==> src/rtl/usb_pkg.sv <==
// Shared constants and types for the USB TX path: command codes, PID/SYNC bytes,
// CRC16 parameters and the sequencer state enum.
package usb_pkg;

    localparam logic [1:0] TxIdle = 2'b00;
    localparam logic [1:0] TxData = 2'b01;
    localparam logic [1:0] TxAck  = 2'b10;
    localparam logic [1:0] TxNak  = 2'b11;

    localparam logic [7:0] SyncByte = 8'h80;
    localparam logic [7:0] PidData0 = 8'hC3;
    localparam logic [7:0] PidData1 = 8'h4B;
    localparam logic [7:0] PidAck   = 8'hD2;
    localparam logic [7:0] PidNak   = 8'h5A;

    localparam logic [15:0] Crc16Poly = 16'hA001;
    localparam logic [15:0] Crc16Init = 16'hFFFF;

    typedef enum logic [3:0] {
        StIdle,
        StSync,
        StPid,
        StData,
        StCrcLo,
        StCrcHi,
        StEop,
        StWaitEop,
        StDone
    } seq_state_e;

    function automatic logic [7:0] pid_byte(input logic [1:0] cmd, input logic toggle);
        case (cmd)
            TxAck:   return PidAck;
            TxNak:   return PidNak;
            default: return toggle ? PidData1 : PidData0;
        endcase
    endfunction

endpackage

==> src/rtl/usb_crc16.sv <==
// Byte-wide USB CRC16 (reflected poly 0xA001, LSB first); clear has priority over enable.
module usb_crc16
    import usb_pkg::*;
(
    input  logic        clk,
    input  logic        n_rst,
    input  logic        clear,
    input  logic        enable,
    input  logic [7:0]  data_in,
    output logic [15:0] crc_out
);

    logic [15:0] crc_next;

    always_comb begin
        crc_next = crc_out ^ {8'h00, data_in};
        for (int i = 0; i < 8; i++) begin
            crc_next = crc_next[0] ? ((crc_next >> 1) ^ Crc16Poly) : (crc_next >> 1);
        end
    end

    always_ff @(posedge clk or negedge n_rst) begin
        if (!n_rst) begin
            crc_out <= Crc16Init;
        end else if (clear) begin
            crc_out <= Crc16Init;
        end else if (enable) begin
            crc_out <= crc_next;
        end
    end

endmodule

==> src/rtl/usb_tx_sequencer.sv <==
// Byte-level USB TX packet sequencer: SYNC, PID, payload, CRC16, EOP, then tx_done.
// Define USB_TX_DATA_TOGGLE_EN to alternate DATA0/DATA1 PIDs between DATA packets.
module usb_tx_sequencer
    import usb_pkg::*;
#(
    parameter int unsigned MAX_BYTES = 64
) (
    input  logic       clk,
    input  logic       n_rst,
    input  logic [1:0] tx_packet,
    input  logic [6:0] buffer_occupancy,
    input  logic [7:0] tx_packet_data,
    input  logic       toggle_reset,
    output logic       get_tx_packet_data,
    output logic [7:0] tx_byte,
    output logic       tx_byte_valid,
    input  logic       tx_byte_ready,
    output logic       tx_eop,
    input  logic       eop_done,
    output logic       tx_done
);

    localparam logic [6:0] MaxCount = 7'(MAX_BYTES);

    seq_state_e  state;
    logic [1:0]  cmd;
    logic [6:0]  count;
    logic [15:0] crc;
    logic        toggle;
    logic        handshake;
    logic        crc_clear;

    assign handshake          = tx_byte_valid & tx_byte_ready;
    assign get_tx_packet_data = (state == StData) & handshake;
    assign crc_clear          = (state == StPid) & handshake;

    usb_crc16 u_crc (
        .clk     (clk),
        .n_rst   (n_rst),
        .clear   (crc_clear),
        .enable  (get_tx_packet_data),
        .data_in (tx_byte),
        .crc_out (crc)
    );

`ifdef USB_TX_DATA_TOGGLE_EN
    always_ff @(posedge clk or negedge n_rst) begin
        if (!n_rst) begin
            toggle <= 1'b0;
        end else if (toggle_reset) begin
            toggle <= 1'b0;
        end else if (state == StDone && cmd == TxData) begin
            toggle <= ~toggle;
        end
    end
`else
    logic unused_toggle_reset;
    assign unused_toggle_reset = toggle_reset;
    assign toggle              = 1'b0;
`endif

    always_ff @(posedge clk or negedge n_rst) begin
        if (!n_rst) begin
            state         <= StIdle;
            cmd           <= TxIdle;
            count         <= '0;
            tx_byte       <= '0;
            tx_byte_valid <= 1'b0;
            tx_eop        <= 1'b0;
            tx_done       <= 1'b0;
        end else begin
            case (state)
                StIdle: begin
                    if (tx_packet != TxIdle) begin
                        cmd           <= tx_packet;
                        tx_byte       <= SyncByte;
                        tx_byte_valid <= 1'b1;
                        state         <= StSync;
                    end
                end
                StSync: begin
                    if (handshake) begin
                        tx_byte <= pid_byte(cmd, toggle);
                        state   <= StPid;
                    end
                end
                StPid: begin
                    if (handshake) begin
                        tx_byte_valid <= 1'b0;
                        count         <= '0;
                        if (cmd == TxData) begin
                            state <= StData;
                        end else begin
                            tx_eop <= 1'b1;
                            state  <= StEop;
                        end
                    end
                end
                // Valid low is a decision cycle: the buffer has settled after the last pop.
                StData: begin
                    if (!tx_byte_valid) begin
                        tx_byte_valid <= 1'b1;
                        if (buffer_occupancy == '0 || count == MaxCount) begin
                            tx_byte <= ~crc[7:0];
                            state   <= StCrcLo;
                        end else begin
                            tx_byte <= tx_packet_data;
                        end
                    end else if (tx_byte_ready) begin
                        tx_byte_valid <= 1'b0;
                        count         <= count + 7'd1;
                    end
                end
                StCrcLo: begin
                    if (handshake) begin
                        tx_byte <= ~crc[15:8];
                        state   <= StCrcHi;
                    end
                end
                StCrcHi: begin
                    if (handshake) begin
                        tx_byte_valid <= 1'b0;
                        tx_eop        <= 1'b1;
                        state         <= StEop;
                    end
                end
                StEop: begin
                    tx_eop <= 1'b0;
                    state  <= StWaitEop;
                end
                StWaitEop: begin
                    if (eop_done) begin
                        tx_done <= 1'b1;
                        state   <= StDone;
                    end
                end
                StDone: begin
                    tx_done <= 1'b0;
                    state   <= StIdle;
                end
                default: state <= StIdle;
            endcase
        end
    end

endmodule
==> config.mk <==
export PLATFORM = sky130hd
export DESIGN_NAME = usb_tx_sequencer
export DESIGN_NICKNAME = d
export VERILOG_FILES = /design/src/rtl/usb_pkg.sv /design/src/rtl/usb_crc16.sv /design/src/rtl/usb_tx_sequencer.sv
export SDC_FILE = /design/constraint.sdc
export NUM_CORES = 1
export LEC_CHECK = 0
export ABC_CLOCK_PERIOD_IN_PS = 2120
export CORE_UTILIZATION = 55
export CTS_CLUSTER_SIZE = 30
export DETAILED_ROUTE_END_ITERATION = 16
export PLACE_DENSITY = 0.8
export SYNTH_ARGS = -nofsm -noshare
export SYNTH_HDL_FRONTEND = slang
export SYNTH_HIERARCHICAL = 1
export SYNTH_SLANG_ARGS = --single-unit
==> constraint.sdc <==
create_clock -name clk -period 2.12 [get_ports clk]
set_input_delay 0.424 -clock clk [delete_from_list [all_inputs] [get_ports clk]]
set_output_delay 0.424 -clock clk [all_outputs]
set_load 0.02 [all_outputs]
==> impl_metrics.tcl <==
set metrics [dict create \
    synth_cells 274 \
    place_inst 372 \
    r2r_end "u_crc/crc_out[15]" \
    path_max_fanout 2 \
    netlist_top_cells_area "dfrtp_1, dfstp_2, nor2_1" \
    synth_ff_type "dfrtp_1" \
    p_leak_nw 1.28 \
    syn_area_per_cell_um2 9.17 \
    numClockSinks 40 \
    die_h_um 69.6 \
    cap_violations 0 \
    drtIter0Drc 163 \
    slowest_delay_ns 0.47 \
    yosysTopAreaCell "dfrtp_1" \
    clk_pin_slew_ns 0.08 \
    p_sw_mw 2.27 \
    p_sw_share_pct 41.8 \
    grt_util_all_layers_pct 26.7 \
    async_reset_ff_share_pct 100 \
    synth_edf_count 0 \
    syn_area_um2 2510 \
    hold_violations 0 \
    drv_slew 0 \
    dieArea_um2 4840 \
    drt_pass1_iterations 4 \
    post-cts-setup-buffers 0 \
    synth_most_common_cell "nor2_1" \
    combPwrFrac_pct 61.3 \
    placementRows 24 \
    place.gp.congestion 0.914 \
    finalCritPeriodShare_pct 98.1 \
    power_density_nw_per_um2 1740 \
    path_cells "clkdlybuf4s50_1, nand2_1, nor4_4, clkdlybuf4s15_1" \
    grt_overflow_total 0 \
    wl_met2_mm 2.85 \
    grt_max_degree 34 \
    r2r_start "u_crc/crc_out[3]" \
    h-tree-depth 2 \
    seq_power_share_pct 27.4 \
    status "complete, no violations" \
    fin_nets 351 \
    fillers 354 \
    p_int_mw 3.16 \
    tightest_slew_ns 0.513 \
    regToRegSetupSlack_ns 0.14 \
    cp_top_family "buffers and inverters" \
    clk_latency_ns 0.29 \
    area_growth_pct 24.1 \
    hold-worst-slack_ns 0.0922 \
    postLayoutCoreUtil_pct 71.1 \
    crit_path_top_delay_cell "clkdlybuf4s50_1" \
    rsz0062_at_grt "false" \
    r2r_cells 5 \
    crit_path_start_kind "input pin" \
    initial_core_util_pct 57.3 \
    power_frac_clock_pct 11.4 \
    fmax_mhz 481 \
    io_pins 34 \
    antenna_found_initial 0 \
    end_kind "output pin" \
    first_global_vias 2130 \
    clk_path_buf_depth 2 \
    hold_path.class "input pin to async pin" \
    synth-seq-cells 40 \
    synthDominantCellAreaShare_pct 23.9 \
    antenna_cells 0 \
    skew_ns 0.00544 \
    cts_buffers 5 \
    core-area_um2 4380 \
    ys_seq_area_share_pct 40.6 \
    setup_viol 0 \
    ant_nets 0 \
    relSlewSlack_pct 65.8 \
    crit_buf_inv 2 \
    cp.arrival_ns 1.66 \
    period_needed_ns 2.08 \
    vias 2182 \
    wl_per_cell_um 15.5 \
    wirelength_mm 5.90 \
    portBuffers 32 \
    met1Wirelength_mm 2.67 \
    cts_tree "built" \
    ys_types 53 \
    clockRootBuffer "clkbuf_8" \
    die_w_um 69.6 \
    synth_commonest_cells "nor2_1, nand2_1, dfrtp_1, a21oi_1, dfstp_2" \
    highest_layer "met4" \
    grt_pass1_wl_mm 10.2 \
    wl_met3_um 273 \
    vdd_drop_max_mv 0.978 \
    synth_warnings 6 \
    hpwl_mm 4.29 \
    viasPerCell 5.74 \
    drcViolationCount 0 \
    worstPathRequired_ns 1.70 \
    synth_fp_nets 298 \
    critical_path_class "input pin to output pin" \
    instances_no_fill 380 \
    drive_gt1_share_pct 22.6 \
]
[worst max-delay path by stage]
stage	to	startpoint	cells past startpoint	slack, ns
2_1_floorplan	u_crc/crc_out[13]	tx_byte_valid	6	0.05
3_3_place_gp	get_tx_packet_data	tx_byte_ready	4	-0.23
6_report	get_tx_packet_data	tx_byte_ready	4	0.04
4_1_cts	get_tx_packet_data	tx_byte_ready	4	0.05
5_1_grt	get_tx_packet_data	tx_byte_ready	4	0.01
3_5_place_dp	get_tx_packet_data	tx_byte_ready	4	-0.24
[repair_timing]
item / CTS / global route
hold buffers: 0 / 0
endpoints found under the hold margin: 0 / 0
endpoints found under the setup margin: 1 / 1
resized for setup: 1 / 2
[through the flow]
stage | worst slack (ns) | TNS [ns] | cell area, um2 | power, mW
CTS | 0.0450 | 0 | 3110 | 5.42
global placement | -0.229 | -2.01 | 3010 | 4.67
floorplan | 0.0549 | 0 | 2520 | 3.84
detailed placement | -0.241 | -2.41 | 3010 | 4.77
finish | 0.0396 | 0 | 3120 | 5.43
global route | 0.0132 | 0 | 3120 | 5.87
[cell type report]
cell class	count	area, um2	area share [%]
well taps	52	65.1	2.09
clock buffers	6	72.6	2.33
inverters	6	22.5	0.722
flip-flops and latches	40	1020	32.8
multi-input cells	213	1350	43.3
clock inverters	2	35.0	1.12
repair buffers	61	549	17.6
[cells in the final DEF, fill, tap and decap left out, types with 2 or more instances in the layout]
| cell type | count |
|---|---|
| clkbuf_8 | 5 |
| dfstp_2 | 16 |
| clkdlybuf4s50_1 | 30 |
| nor3_1 | 8 |
| o21bai_1 | 2 |
| ha_1 | 2 |
| o22ai_1 | 3 |
| nor2_1 | 39 |
| dfrtp_1 | 23 |
| nand4_1 | 2 |
| nand2_1 | 25 |
| a22o_1 | 3 |
| xnor2_1 | 13 |
| nor3b_1 | 3 |
| a31oi_1 | 2 |
| or2_2 | 8 |
| o21ai_0 | 10 |
| nor4_1 | 4 |
| a211o_1 | 5 |
| o211ai_1 | 8 |
| nor4_2 | 3 |
| and3_1 | 3 |
| inv_1 | 6 |
| nand3b_1 | 4 |
| a21oi_1 | 23 |
| xor2_1 | 8 |
| nand2b_1 | 5 |
| nor2b_1 | 6 |
| buf_4 | 27 |
[worst reg2reg max path: stages, from the launching register on]
cell and delay [ns]:
dfstp_2 0.55, xor2_1 0.27, xnor2_1 0.19, xnor3_2 0.50
and3_1 0.19, nor3_1 0.20
[kinds of logic (layout without fill, tap and decap cells)]
kind of cell             count (synthesis)  in the layout  share of synthesized area [%]
AND/OR/NAND/NOR                        121            121                           25.8
AO/OA/AOI/OAI                           64             64                           16.7
flip-flops                              40             40                           40.6
XOR/XNOR                                23             23                           8.91
buffers and inverters                   21             75                           5.58
multiplexers                             3              3                           1.29
adder cells (fa/ha/maj)                  2              2                          0.996
[flip-flops by register name (all words and copies together) (netlist names)]
| signal | cells |
|---|---|
| cmd | 2 |
| count | 7 |
| state | 4 |
| tx_byte | 8 |
| tx_byte_valid | 1 |
| tx_done | 1 |
| tx_eop | 1 |
| u_crc/crc_out | 16 |
[routing by layer]
metal	track usage [%]	up-vias
met4	8.84	0
li1	-	1066
met5	0	-
met1	35.7	1047
met2	43.4	57
met3	5.23	12
[power groups by stage]
stage          registers (mW)  logic, mW  clock network (mW)
5_1_grt                  1.54       3.67               0.655
6_report                 1.49       3.33               0.618
4_1_cts                  1.48       3.30               0.632
2_1_floorplan            1.50       2.34                   0
3_3_place_gp             1.48       3.19                   0
3_5_place_dp             1.49       3.28                   0
Note: power is estimated with default switching activity, not from simulation.
